`config.mk`:
```
export PLATFORM = sky130hd
export DESIGN_NAME = mfp_line_draw_sequencer
export DESIGN_NICKNAME = d
export VERILOG_FILES = /design/src/rtl/mfp_line_draw_pkg.sv /design/src/rtl/mfp_line_cmd_fifo.sv /design/src/rtl/mfp_line_draw_sequencer.sv
export SDC_FILE = /design/constraint.sdc
export NUM_CORES = 1
export LEC_CHECK = 0
export BUFFER_PORTS_ARGS = -buffer_cell sky130_fd_sc_hd__buf_2
export CAP_MARGIN = 20
export CORE_ASPECT_RATIO = 1.2
export CORE_MARGIN = 5
export CORE_UTILIZATION = 40
export CTS_CLUSTER_DIAMETER = 60
export CTS_CLUSTER_SIZE = 10
export DETAILED_ROUTE_END_ITERATION = 8
export PLACE_DENSITY = 0.57
export SLEW_MARGIN = 20
export SYNTH_ARGS = -nofsm -noshare
export SYNTH_HDL_FRONTEND = slang
export SYNTH_SLANG_ARGS = --single-unit
```
`constraint.sdc`:
```
create_clock -name HCLK -period 15.1 [get_ports HCLK]
set_clock_uncertainty 0.15 [all_clocks]
set_input_delay 0.755 -clock HCLK [delete_from_list [all_inputs] [get_ports HCLK]]
set_output_delay 0.755 -clock HCLK [all_outputs]
set_load 0.1 [all_outputs]
```
`src/rtl/mfp_line_draw_pkg.sv`:
```
// Shared types for the line-drawing command sequencer: coordinate width,
// packed command record and FSM state encoding.
package mfp_line_draw_pkg;

  localparam int LD_COORD_W = 13;
  localparam int LD_CMD_W   = 4 * LD_COORD_W;

  typedef struct packed {
    logic [LD_COORD_W-1:0] x0;
    logic [LD_COORD_W-1:0] x1;
    logic [LD_COORD_W-1:0] y0;
    logic [LD_COORD_W-1:0] y1;
  } ld_cmd_t;

  typedef enum logic [2:0] {
    ST_IDLE    = 3'd0,
    ST_SETUP   = 3'd1,
    ST_START   = 3'd2,
    ST_WAIT    = 3'd3,
    ST_RECOVER = 3'd4
  } ld_state_e;

endpackage

```
`src/rtl/mfp_line_cmd_fifo.sv`:
```
// Synchronous DEPTH x 52-bit command FIFO with registered occupancy level.
// Head entry is read combinationally; full pushes and empty pops are ignored.
module mfp_line_cmd_fifo
  import mfp_line_draw_pkg::*;
#(
  parameter int DEPTH = 8
) (
  input  logic                     clk,
  input  logic                     rst_n,
  input  logic                     push_i,
  input  ld_cmd_t                  data_i,
  input  logic                     pop_i,
  output ld_cmd_t                  data_o,
  output logic [$clog2(DEPTH):0]   level_o
);

  localparam int AW = $clog2(DEPTH);
  localparam int LW = AW + 1;
  localparam logic [LW-1:0] LVL_FULL = LW'(DEPTH);

  ld_cmd_t        mem [DEPTH];
  logic [AW-1:0]  wr_ptr_q, wr_ptr_d;
  logic [AW-1:0]  rd_ptr_q, rd_ptr_d;
  logic [LW-1:0]  level_q, level_d;
  logic           push_ok, pop_ok;

  assign push_ok = push_i && (level_q != LVL_FULL);
  assign pop_ok  = pop_i && (level_q != '0);

  // Pointers are AW bits wide and wrap naturally at DEPTH.
  always_comb begin
    wr_ptr_d = wr_ptr_q;
    rd_ptr_d = rd_ptr_q;
    level_d  = level_q;
    if (push_ok) wr_ptr_d = wr_ptr_q + AW'(1);
    if (pop_ok)  rd_ptr_d = rd_ptr_q + AW'(1);
    case ({push_ok, pop_ok})
      2'b10:   level_d = level_q + LW'(1);
      2'b01:   level_d = level_q - LW'(1);
      default: level_d = level_q;
    endcase
  end

  always_ff @(posedge clk or negedge rst_n) begin
    if (!rst_n) begin
      wr_ptr_q <= '0;
      rd_ptr_q <= '0;
      level_q  <= '0;
    end else begin
      wr_ptr_q <= wr_ptr_d;
      rd_ptr_q <= rd_ptr_d;
      level_q  <= level_d;
    end
  end

  always_ff @(posedge clk) begin
    if (push_ok) mem[wr_ptr_q] <= data_i;
  end

  assign data_o  = mem[rd_ptr_q];
  assign level_o = level_q;

endmodule

```
`src/rtl/mfp_line_draw_sequencer.sv`:
```
// Buffers line commands and issues them one at a time to the line-drawing
// engine, waiting for FINISH and recovering a hung engine with a timed RESET.
module mfp_line_draw_sequencer
  import mfp_line_draw_pkg::*;
#(
  parameter int DEPTH          = 8,
  parameter int TIMEOUT_CYCLES = 1048576,
  parameter int RST_CYCLES     = 4
) (
  input  logic                   HCLK,
  input  logic                   HRESETn,
  input  logic                   CMD_VALID,
  output logic                   CMD_READY,
  input  logic [LD_COORD_W-1:0]  CMD_X0,
  input  logic [LD_COORD_W-1:0]  CMD_X1,
  input  logic [LD_COORD_W-1:0]  CMD_Y0,
  input  logic [LD_COORD_W-1:0]  CMD_Y1,
  input  logic                   STAT_CLEAR,
  input  logic                   IO_LINE_DRAWING_FINISH,
  output logic [LD_COORD_W-1:0]  IO_LINE_DRAWING_X0,
  output logic [LD_COORD_W-1:0]  IO_LINE_DRAWING_X1,
  output logic [LD_COORD_W-1:0]  IO_LINE_DRAWING_Y0,
  output logic [LD_COORD_W-1:0]  IO_LINE_DRAWING_Y1,
  output logic                   IO_LINE_DRAWING_START,
  output logic                   IO_LINE_DRAWING_RESET,
  output logic [$clog2(DEPTH):0] STAT_LEVEL,
  output logic                   STAT_BUSY,
  output logic                   STAT_TIMEOUT,
  output logic                   STAT_OVERFLOW
);

  localparam int LW = $clog2(DEPTH) + 1;
  localparam int TW = $clog2(TIMEOUT_CYCLES);
  localparam int RW = $clog2(RST_CYCLES) + 1;
  localparam logic [LW-1:0] LVL_FULL = LW'(DEPTH);
  localparam logic [TW-1:0] TO_LAST  = TW'(TIMEOUT_CYCLES - 1);
  localparam logic [RW-1:0] RC_LAST  = RW'(RST_CYCLES - 1);

  ld_state_e      state_q, state_d;
  logic [TW-1:0]  cnt_q, cnt_d;
  logic [RW-1:0]  rcnt_q, rcnt_d;
  ld_cmd_t        coord_q, coord_d;
  logic           fin_prev_q;
  logic           start_q, start_d;
  logic           reset_q, reset_d;
  logic           busy_q, busy_d;
  logic           tmo_q, tmo_d;
  logic           ovf_q, ovf_d;

  logic [LW-1:0]  level;
  ld_cmd_t        head;
  ld_cmd_t        cmd_in;
  logic           push, pop, fin_rise, tmo_set, ovf_set;

  assign CMD_READY = (level < LVL_FULL);
  assign push      = CMD_VALID & CMD_READY;
  assign ovf_set   = CMD_VALID & ~CMD_READY;
  assign cmd_in    = '{x0: CMD_X0, x1: CMD_X1, y0: CMD_Y0, y1: CMD_Y1};
  assign fin_rise  = IO_LINE_DRAWING_FINISH & ~fin_prev_q;

  mfp_line_cmd_fifo #(
    .DEPTH (DEPTH)
  ) u_fifo (
    .clk     (HCLK),
    .rst_n   (HRESETn),
    .push_i  (push),
    .data_i  (cmd_in),
    .pop_i   (pop),
    .data_o  (head),
    .level_o (level)
  );

  always_comb begin
    state_d = state_q;
    cnt_d   = cnt_q;
    rcnt_d  = rcnt_q;
    coord_d = coord_q;
    pop     = 1'b0;
    case (state_q)
      ST_IDLE: begin
        if (level != '0) begin
          pop     = 1'b1;
          coord_d = head;
          state_d = ST_SETUP;
        end
      end
      ST_SETUP: state_d = ST_START;
      ST_START: begin
        cnt_d   = '0;
        state_d = ST_WAIT;
      end
      ST_WAIT: begin
        rcnt_d = '0;
        // A FINISH edge on the last timeout cycle still counts as completion.
        if (fin_rise) begin
          state_d = ST_IDLE;
        end else if (cnt_q == TO_LAST) begin
          state_d = ST_RECOVER;
        end else if (cnt_q != '1) begin
          cnt_d = cnt_q + TW'(1);
        end
      end
      ST_RECOVER: begin
        if (rcnt_q == RC_LAST) state_d = ST_IDLE;
        else                   rcnt_d  = rcnt_q + RW'(1);
      end
      default: state_d = ST_IDLE;
    endcase

    start_d = (state_q == ST_START);
    reset_d = (state_d == ST_RECOVER);
    busy_d  = (state_d != ST_IDLE);
    tmo_set = (state_q == ST_WAIT) && (state_d == ST_RECOVER);
    // Set events take priority over a simultaneous clear.
    tmo_d   = tmo_set | (tmo_q & ~STAT_CLEAR);
    ovf_d   = ovf_set | (ovf_q & ~STAT_CLEAR);
  end

  always_ff @(posedge HCLK or negedge HRESETn) begin
    if (!HRESETn) begin
      state_q    <= ST_IDLE;
      cnt_q      <= '0;
      rcnt_q     <= '0;
      coord_q    <= '0;
      fin_prev_q <= 1'b0;
      start_q    <= 1'b0;
      reset_q    <= 1'b0;
      busy_q     <= 1'b0;
      tmo_q      <= 1'b0;
      ovf_q      <= 1'b0;
    end else begin
      state_q    <= state_d;
      cnt_q      <= cnt_d;
      rcnt_q     <= rcnt_d;
      coord_q    <= coord_d;
      fin_prev_q <= IO_LINE_DRAWING_FINISH;
      start_q    <= start_d;
      reset_q    <= reset_d;
      busy_q     <= busy_d;
      tmo_q      <= tmo_d;
      ovf_q      <= ovf_d;
    end
  end

  assign IO_LINE_DRAWING_X0    = coord_q.x0;
  assign IO_LINE_DRAWING_X1    = coord_q.x1;
  assign IO_LINE_DRAWING_Y0    = coord_q.y0;
  assign IO_LINE_DRAWING_Y1    = coord_q.y1;
  assign IO_LINE_DRAWING_START = start_q;
  assign IO_LINE_DRAWING_RESET = reset_q;
  assign STAT_LEVEL            = level;
  assign STAT_BUSY             = busy_q;
  assign STAT_TIMEOUT          = tmo_q;
  assign STAT_OVERFLOW         = ovf_q;

endmodule

```
# Word-level counts from Yosys, hierarchy flattened
# Memories as Yosys holds them, arrays and structs flattened. A register that Yosys moved wholly into a read port is not among the register bits.
# Index checks and enable logic that the tools add are counted.
dict set report totals {
  ff_bits 42
  out_inout_bits 62
  elab_cells 74
  inputBits 57
  ramBits 416
  memories 1
}
dict set report classes {
  addsub 6
  n_bitwise 10
  n_eq_ne 15
  order_cmp 1
  reduce_logical 13
  mux 16
}
# memory words width rd rd_clocked_by_memory_dff wr line
set memory_table {}
lappend memory_table {u_fifo.mem 8 52 1 1 1 mfp_line_cmd_fifo.sv:21} ;# ld_cmd_t mem [DEPTH];
# cell count
set op_table {}
lappend op_table {{20-bit 2-to-1 mux} 3}
lappend op_table {{20-bit one-hot mux with 2 select lines} 1}
lappend op_table {{20-bit by 1-bit adder with 20-bit output (second input constant)} 1}
lappend op_table {{20-bit == test (second input constant)} 1}
lappend op_table {{20-bit != test (second input constant)} 1}
lappend op_table {{3-bit 2-to-1 mux} 5}
lappend op_table {{3-bit one-hot mux with 5 select lines} 1}
lappend op_table {{3-bit by 1-bit adder with 3-bit output (second input constant)} 3}
lappend op_table {{3-bit by 2-bit == test with 1-bit output (second input constant)} 3}
lappend op_table {{2-bit != test (second input constant)} 4}
lappend op_table {{4-bit one-hot mux with 2 select lines} 1}
lappend op_table {{3-bit == test (second input constant)} 2}
lappend op_table {{3-bit one-hot mux with 2 select lines} 1}
lappend op_table {{2-bit nonzero test} 3}
lappend op_table {{1-bit AND} 5}
lappend op_table {{4-bit by 1-bit adder with 4-bit output (second input constant)} 1}
lappend op_table {{4-bit < comparator (second input constant)} 1}
lappend op_table {{1-bit 2-to-1 mux} 4}
lappend op_table {{4-bit != test (second input constant)} 1}
lappend op_table {{2-bit AND reduction} 2}
lappend op_table {{4-bit AND reduction} 1}
lappend op_table {{4-bit nonzero test} 1}
lappend op_table {{4-bit by 1-bit subtractor with 4-bit output (second input constant)} 1}
lappend op_table {{3-bit by 1-bit == test with 1-bit output (second input constant)} 1}
lappend op_table {{other kinds (8)} 13}

# Depth between registers and ports, before layout
# Gate-level depths: netlist of the first run.
dict set report depth {
  depth_word 7
  ltp_mapped 11
  depth_no_buf 10
}

# Cells and area by module
# From an unflattened synthesis of the first run, not the netlist that was laid out.
dict set report unflattened {
  hier_cells 944
  hier_area_um2 20064.2
}
# mod cells_each area_each_um2 instances seq_area_each_um2
set by_module_without_submodules {}
lappend by_module_without_submodules {mfp_line_cmd_fifo 667 16465.8 1 12742.2}
lappend by_module_without_submodules {mfp_line_draw_sequencer 277 3598.5 1 2102.0}

# Least setup slack after synthesis of the first run
# OpenSTA, ideal clock, no wires.
dict set report synth_timing {
  path_kind {register to register}
  from {reg u_fifo.level_q[3] (netlist: u_fifo.level_o[3])}
  to {mem u_fifo.mem[1][0] (netlist name) (enable)}
  setup_ps 526
  required_ps 14424
  arrival_time_ps 4931
  n_path_buf 0
  stages_incl_launch_ff 4
  period_less_slack_ps 5607
  path_slack_ps 9493
  path_cell_list {dfrtp_1 nor2b_1 nand2_1 nor3_1}
}
dict set report synth_between {
  elab_chain_cells 5
  word_cells_on_any_way 6
  classes_between {1 x order compare; 1 x eq/ne; 2 x mux; 1 x bitwise; 1 x reduce/logical}
}
# element line
set synth_lines {}
lappend synth_lines {{start, declared} mfp_line_cmd_fifo.sv:24} ;# logic [LW-1:0] level_q, level_d;
lappend synth_lines {{start signal, assigned} mfp_line_cmd_fifo.sv:52} ;# level_q <= level_d;
lappend synth_lines {{4-bit < comparator} mfp_line_draw_sequencer.sv:55} ;# assign CMD_READY = (level < LVL_FULL);
lappend synth_lines {{1-bit AND} mfp_line_draw_sequencer.sv:56} ;# assign push = CMD_VALID & CMD_READY;
lappend synth_lines {{1-bit logical AND (*)} mfp_line_cmd_fifo.sv:27} ;# assign push_ok = push_i && (level_q != LVL_FULL);
lappend synth_lines {{1-bit 2-to-1 mux (*)} mfp_line_cmd_fifo.sv:57} ;# if (push_ok) mem[wr_ptr_q] <= data_i;
lappend synth_lines {{1-bit 2-to-1 mux (implied by the code) (*)} mfp_line_cmd_fifo.sv:57}
lappend synth_lines {{end, declared} mfp_line_cmd_fifo.sv:21}
# Every way passes the cells marked *; elsewhere a longest branch is shown, timed or not.

# Worst setup path after layout of the first run
dict set report layout_timing {
  from {reg u_fifo.level_q[3] (netlist: u_fifo.level_o[3])}
  to {mem u_fifo.mem[0][8] (netlist name) (enable)}
}
# Same word-level chain as after synthesis.

==> results, run 1 <==
- The run finished with clean final reports.
- For the worst setup path, the data arrival time is approximately 3.3 ns.
- STA classifies the critical path endpoint as a flop.
- The count of buffers added by post-CTS timing repair for setup is 0.
- The number of endpoints failing setup at the final stage is 0.
- The type of origin of the critical path is a flop.
- In this run the cell area of the synthesized design comes to 19600 um2.
- The delay of the slowest cell on the worst path is 0.74 ns.
- From synthesis to final layout, the design area changed by 15.2%.
- The via count of the first global-routing pass is slightly above 10000.
- The cell count after placement is between 1500 and 2000.
- The endpoint required time on the critical path is 15.16 ns.
- The net count of the finished layout is 1211.
- The initial antenna violation count was 6.
- The clock passes through at most 3 buffers.
- The number of buffer and inverter stages on the critical path is 1.
- The floorplan die area is 53500 um2.
- The post-synthesis sequential area ratio is 0.758.
- For the pin with the worst max-slew slack, the measured transition is 1.04 ns.
- From bottom edge to top edge, the die measures 252 um.
- The count of pins on the block boundary is 119.
- The number of max-slew violations in the final report is 0.
- The number of enable flip-flop cells after synthesis is 416.
- Once layout is complete, the cells apart from fillers number 1823.
- In this run the tool buffered the top-level ports with 118 buffer cells.
- The instance count of the mapped netlist is 1000.
- The number of DRC markers after the initial detailed-route iteration is roughly 600.
- Setup repair after global routing left no endpoint under its margin.
- The number of H-tree levels is 2.
- In this run the horizontal extent of the chip is 212 um.
- The area of the core is 48300 um2.
- The post-layout minimum cycle time is about 3.3 ns.
- The number of different library cells used by synthesis comes to 52.
- The placer's final routability congestion estimate is 0.724.
- The Yosys step of the flow raised 0 warnings.
- The critical path class is flop to flop.
- The power per standard cell area is 204 nW/um2.
- After clock tree synthesis, the clock-pin slew on the worst setup and hold paths is about 0.06 ns.
- TritonCTS built the clock tree.
- The maximum net fanout on the critical path is 45.
- Static timing analysis puts the maximum clock frequency at 308 MHz.
- In this run the remaining antenna-violating nets after routing total 0.
- The critical path goes through nor2b_1, nand2b_1, nor3_2, buf_4.
- VDD sags by at most 0.118 mV.
- The largest delay contributor family on the critical path is simple AND/OR/NAND/NOR gates.
- TritonCTS created 57 clock buffers.
- The summed negative setup slack over all endpoints is 0 ns.
- In the routed layout, each cell is associated on average with a via count of 5.24.
- The initial utilization of the core area, before any placement, comes to 0.405.
- The relative max-transition margin is 0.304.
- The most used flip-flop cell after synthesis is edfxtp_1.
- Synthesis produced a netlist with a net count of 1066.
- The max-cap violation count is 0.
- The slowest stage of the critical path is the buf_4 cell.
- The number of design rule violations left after detail routing is 0.
- The synthesized design contains 510 register bits.
- The final number of hold-violating endpoints is 0.
- Of the cells placed in the final design, the portion with a size suffix greater than 1 is 0.276.
- In this run the worst hold path is classified as input pin to flop.
- The total global routing overflow is 0.
- Entering global routing, the biggest net connects 88 pins.
- After synthesis, the share of flip-flops with an asynchronous set or reset is 0.184.
- After floorplanning, the core was divided into 88 placement rows.
- The detailed-routing iteration count for the pre-antenna-repair pass is 7.
- The ratio of final minimum period to clock period is 0.215.
- The synthesized area divided by synthesized cell count is 19.6 um2.
- The total non-filler cell area in the finished layout is between 20000 and 25000 um2.
- Clock latency on the worst-skew pair, taken at its later pin, is 0.59 ns.
- The first global-routing pass estimated 62.7 mm of wire.
- The tree is rooted in a clkbuf_16.
- The detailed-route wire length is between 40 and 50 mm.
- Detailed placement finished with a half-perimeter wire length of 22.3 mm.
- Overall power consumption after layout is estimated at 4.60 mW.
- The final routed wire length divided by cell count is 22.0 um.
- The global-route usage over all layers is 0.153.
- The fill cell total of the finished layout is 4101.
- The standard cell area after detailed placement is around 21000 um2.
- The overall via count from detail_route is 9561.
- Clock tree synthesis found a total of 510 sinks.
- The static power due to leakage is approximately 7.8 nW.
## per-layer routing
layer	vias up	GRT usage	routed length [um]
met4	8	0.0394	802
li1	4279	-	-
met3	77	0.0348	1880
met1	5021	0.202	17300
met5	-	0	48
met2	176	0.259	20100
## registers in the layout, indices dropped and copies added (netlist names), 4 cells and up
name	flops
IO_LINE_DRAWING_X0	13
u_fifo.mem	416
IO_LINE_DRAWING_Y0	13
IO_LINE_DRAWING_X1	13
IO_LINE_DRAWING_Y1	13
cnt_q	20
u_fifo.level_o	4
## layout by cell type (no fill, tap or decap), drive strengths merged, types with 6 or more instances in the layout
cell    Yosys  layout
edfxtp    416     416
buf        30     133
mux4      104     104
clkbuf     18     100
dfrtp      94      94
nand2      82      82
mux2i      58      58
o21ai      57      57
nor2       27      27
xnor2      17      17
inv        11      14
a21oi      10      10
nand3       9       9
ha          8       8
nand2b      6       6
nand4       6       6
a211oi      6       6
## cell usage after synthesis, drive strengths merged, types with 2 or more instances
library cell	count	area share
a31o	3	0.0013
and3	4	0.0013
clkbuf	18	0.0034
nand3	9	0.0032
inv	11	0.0021
o22ai	2	0.00064
nand2	82	0.016
nor2	27	0.0053
a2111oi	3	0.0013
nor4	5	0.0031
and4	2	0.00096
or4	2	0.00096
xor2	2	0.00089
nand2b	6	0.0019
mux4	104	0.12
buf	30	0.0078
edfxtp	416	0.64
o21ai	57	0.015
nor2b	2	0.0010
nand4	6	0.0026
a211oi	6	0.0028
xnor2	17	0.0076
dfrtp	94	0.12
ha	8	0.0051
nor3	5	0.0013
a21oi	10	0.0027
mux2i	58	0.030
## area by class of cell
type | instances | area (um2) | area share
clock buffers | 100 | 1590 | 0.0704
inverters | 11 | 41.3 | 0.00183
repair buffers | 134 | 716 | 0.0317
diodes | 3 | 7.51 | 0.000333
flip-flops and latches | 510 | 14900 | 0.658
well taps | 630 | 788 | 0.0349
clock inverters | 4 | 28.8 | 0.00128
multi-input cells | 431 | 4540 | 0.201
## kinds of logic after synthesis
| kind of cell | synth area share |
|---|---|
| xor+xnor | 0.00850 |
| buf+inv | 0.0133 |
| compound gates | 0.0255 |
| flops | 0.758 |
| mux | 0.150 |
| fa+ha+maj | 0.00613 |
| simple gates | 0.0390 |
## metrics by stage
step | worst slack [ns] | hold slack, ns | util
global route | 11.63 | 0.117 | 0.467
floorplan | 9.49 | 0.309 | -
CTS | 11.81 | 0.107 | 0.467
detailed placement | 11.42 | 0.315 | 0.433
finish | 11.85 | 0.147 | 0.467
global placement | 11.40 | 0.308 | 0.433
## power breakdown
group	internal (mW)	total (mW)	switching (mW)
combinational	0.451	1.49	1.04
clock	0.704	1.23	0.521
sequential	1.72	1.88	0.163
## final timing paths
kind,startpoint,to,slack [ns],cells past startpoint
max,u_fifo.level_o[3]$_DFFE_PN0P_,u_fifo.mem[0][8]$_DFFE_PP_,11.85,4
min,IO_LINE_DRAWING_FINISH,fin_prev_q$_DFF_PN0_,0.15,1
max reg2reg,u_fifo.level_o[3]$_DFFE_PN0P_,u_fifo.mem[0][8]$_DFFE_PP_,11.85,4
min reg2reg,IO_LINE_DRAWING_Y0[0]$_DFFE_PN0P_,IO_LINE_DRAWING_Y0[0]$_DFFE_PN0P_,0.32,2
max in group asynchronous,HRESETn,u_fifo.rd_ptr_q[1]$_DFFE_PN0P_,12.84,3
min in group asynchronous,HRESETn,IO_LINE_DRAWING_Y1[5]$_DFFE_PN0P_,0.53,2
## timing repair
item,4_1_cts,5_1_grt
hold buffers,1,0
gates resized for setup,0,0
endpoints found under the hold margin,33,0
(Power assumes the default switching activity.)
==> run 2: changes to the inputs <==
- clock period: 15.1 -> 3.3 ns (I/O delays scaled with it)
==> results, run 2 (synthesis gave the netlist of run 1 again) <==
- The kind of path behind the tightest hold check is input pin to asynchronous set/reset pin.
- The register clock-pin slew on the reported worst setup and hold paths is 0.06 ns.
- TritonCTS created a little under 60 clock buffers.
- The per-cell via count in the routed design is 5.12.
- The CTS tree is yes.
- The count of pins on the block boundary is 119.
- The placer's final routability congestion estimate is around 0.7.
- At the later pin of the worst-skew pair, clock insertion delay measures 0.60 ns.
- For this configuration, the core starts out at a cell density of 0.405.
- The count of buffers added by post-CTS timing repair for setup is 0.
- The switching power share of the total is 0.371.
- The share of cells above drive strength 1 is 0.273.
- In this run the remaining antenna-violating nets after routing total 0.
- The number of max-slew violations in the final report is 0.
- The clock tree buffer depth is 3.
- Across the VDD grid, the largest voltage drop is 0.577 mV.
- Entering global routing, the biggest net connects 63 pins.
- The worst pin sits at a relative slew slack of 0.497.
- Cell internal power was estimated by the tool at 13.5 mW.
- The power per standard cell area is ~910 nW/um2.
- During placement, the flow inserted port buffers numbering 118.
- The worst path in the final design needs a cycle of 2.65 ns, including I/O delays and setup.
- Row generation in the floorplan step produced just under 90 rows.
- The library cell used most frequently in the layout, excluding fill and tap cells, is edfxtp_1.
- The detailed router finished its first iteration with 514 violations.
- Detailed routing inserted a total of 9694 vias.
- The via count of the first global-routing pass was 10427.
- The detailed-route wire length is 40.5 mm.
- Final hold analysis gives a worst-case slack of 0.0221 ns.
- The switching power is 7.95 mW.
- Walking the worst path, the cells encountered are nor2b_1, nand2_1, nor3_4, buf_12.
- More flip-flops sit in one register than any other, and that register is u_fifo.mem.
- The floorplan die area is 53500 um2.
- The cell at the root of the clock tree is clkbuf_16.
- The final number of hold-violating endpoints is 0.
- The maximum achievable frequency is 377 MHz.
- The area of the core is 48300 um2.
- The first-pass GRT wire length is 63.0 mm.
- The portion of total power attributed to sequential cells is 0.399.
- Global routing finished with a remaining overflow of 0.
- The part of the power in combinational logic is 0.334.
- Summing all multi-input logic gate instances after layout gives 4550 um2.
- The non-filler instance count after layout is 1893.
- The vertical die dimension is approximately 250 um.
- The number of flip-flops under the largest register name is 416.
- The number of nets in the layout is 1280.
- The cell count after placement is 1728.
- Across every metal layer, demand over resource in global routing totals 0.154.
- The synthesis-to-finish area growth is 20.3%.
- The number of clock sinks seen by CTS is between 500 and 600.
- The standard cell with the maximum stage delay on the critical path is nor3_4.
- The number of H-tree levels is 2.
- At the pin with the least slew margin, the transition time is 0.751 ns.
- The delay of the slowest cell on the worst path is 0.67 ns.
- The fill cell total of the finished layout is 3989.
- In the routed design, unresolved DRC markers number 0.
- Detailed placement finished with a half-perimeter wire length of 22.8 mm.
- In the layout the commonest cells are 416 x edfxtp_1, 117 x buf_2, 104 x mux4_2, 91 x dfrtp_1, 82 x nand2_1.
- The max-cap violation count is 0.
- The critical path is of the flop to flop type.
- The core utilization of the finished layout is 0.487.
- The chip width is 212 um.
- Before antenna repair, the detailed router went through 4 iterations.
- Dividing the detail-routed wire length by the instance count gives 21.4 um.
- For this design the static power due to leakage is 8.24 nW.
- Data on the critical path is required at its endpoint by about 3.5 ns.
- Summing all flip-flop and latch instances after layout gives 14900 um2.
- The worst setup path is launched from a flop.
- Setup repair after global routing left no endpoint under its margin.
- After layout, the design draws a total of between 20 and 25 mW.
- Of all nets on the critical path, the largest fanout is 17.
- The part of the power in the clock network is 0.267.
- The largest registers in the layout are u_fifo.mem: 416 flops, cnt_q: 20 flops.
- The count of instances resized after the clock tree is built is 0.
- The initial antenna violation count came to 4.
- The number of buffers added to fix hold violations after cts is 56.
- Setup violations remaining at the end of the flow were counted as 0.
- Of the available clock period, the critical path in the final layout requires 0.804.
- The sort of element at the end of the critical path is a flop.
- The flow ran to the end, and the final reports show no timing, DRC or antenna violations.
- STA puts the critical path data arrival time at approximately 2.8 ns.
## run 2: metal layers
metal,vias to the layer above,GRT usage,share of wire
met2,175,0.256,0.50
met1,5024,0.208,0.43
met5,-,0,0.00067
li1,4423,-,-
met3,68,0.0345,0.047
met4,4,0.0387,0.021
## run 2: metrics by stage
stage,setup TNS [ns],worst slack [ns],area (um2)
6_report,0,0.647,23600
2_1_floorplan,-35.71,-0.121,19600
4_1_cts,0,0.542,23600
5_1_grt,0,0.466,23600
3_3_place_gp,0,0.659,21300
3_5_place_dp,0,0.621,21300
## run 2: worst paths after layout
| check | start | to | slack (ns) | cells past startpoint |
|---|---|---|---|---|
| min in group HCLK | IO_LINE_DRAWING_FINISH | fin_prev_q$_DFF_PN0_ | 0.07 | 2 |
| hold / removal | HRESETn | cnt_q[17]$_DFFE_PN0P_ | 0.02 | 2 |
| max in group asynchronous | HRESETn | u_fifo.rd_ptr_q[0]$_DFFE_PN0P_ | 2.20 | 3 |
| setup reg to reg | u_fifo.level_o[3]$_DFFE_PN0P_ | u_fifo.mem[1][21]$_DFFE_PP_ | 0.65 | 4 |
| hold reg to reg | IO_LINE_DRAWING_Y0[0]$_DFFE_PN0P_ | IO_LINE_DRAWING_Y0[0]$_DFFE_PN0P_ | 0.32 | 2 |
| setup / recovery | u_fifo.level_o[3]$_DFFE_PN0P_ | u_fifo.mem[1][21]$_DFFE_PP_ | 0.65 | 4 |
## run 2: worst max-delay path: cells and delay by family (launching register included)
kind	cells	cell delay (ns)
DFF	1	0.41
and+or+nand+nor	3	1.51
buffers and inverters	1	0.26
## run 2: layout make-up
cell class              instances  share of cell area
flip-flops and latches        510               0.631
multi-input cells             431               0.193
clock buffers                 103              0.0697
repair buffers                202              0.0696
well taps                     630              0.0335
inverters                      11             0.00175
clock inverters                 4             0.00133
diodes                          2            0.000212
## run 2: power by group through the flow
stage	combinational [mW]	sequential (mW)	clock (mW)
after floorplan	3.29	10.9	0
after global placement	7.23	8.67	0
after detailed placement	7.26	8.69	0
after CTS	7.32	8.57	5.87
after global routing	7.65	8.65	6.15
final	7.16	8.55	5.71
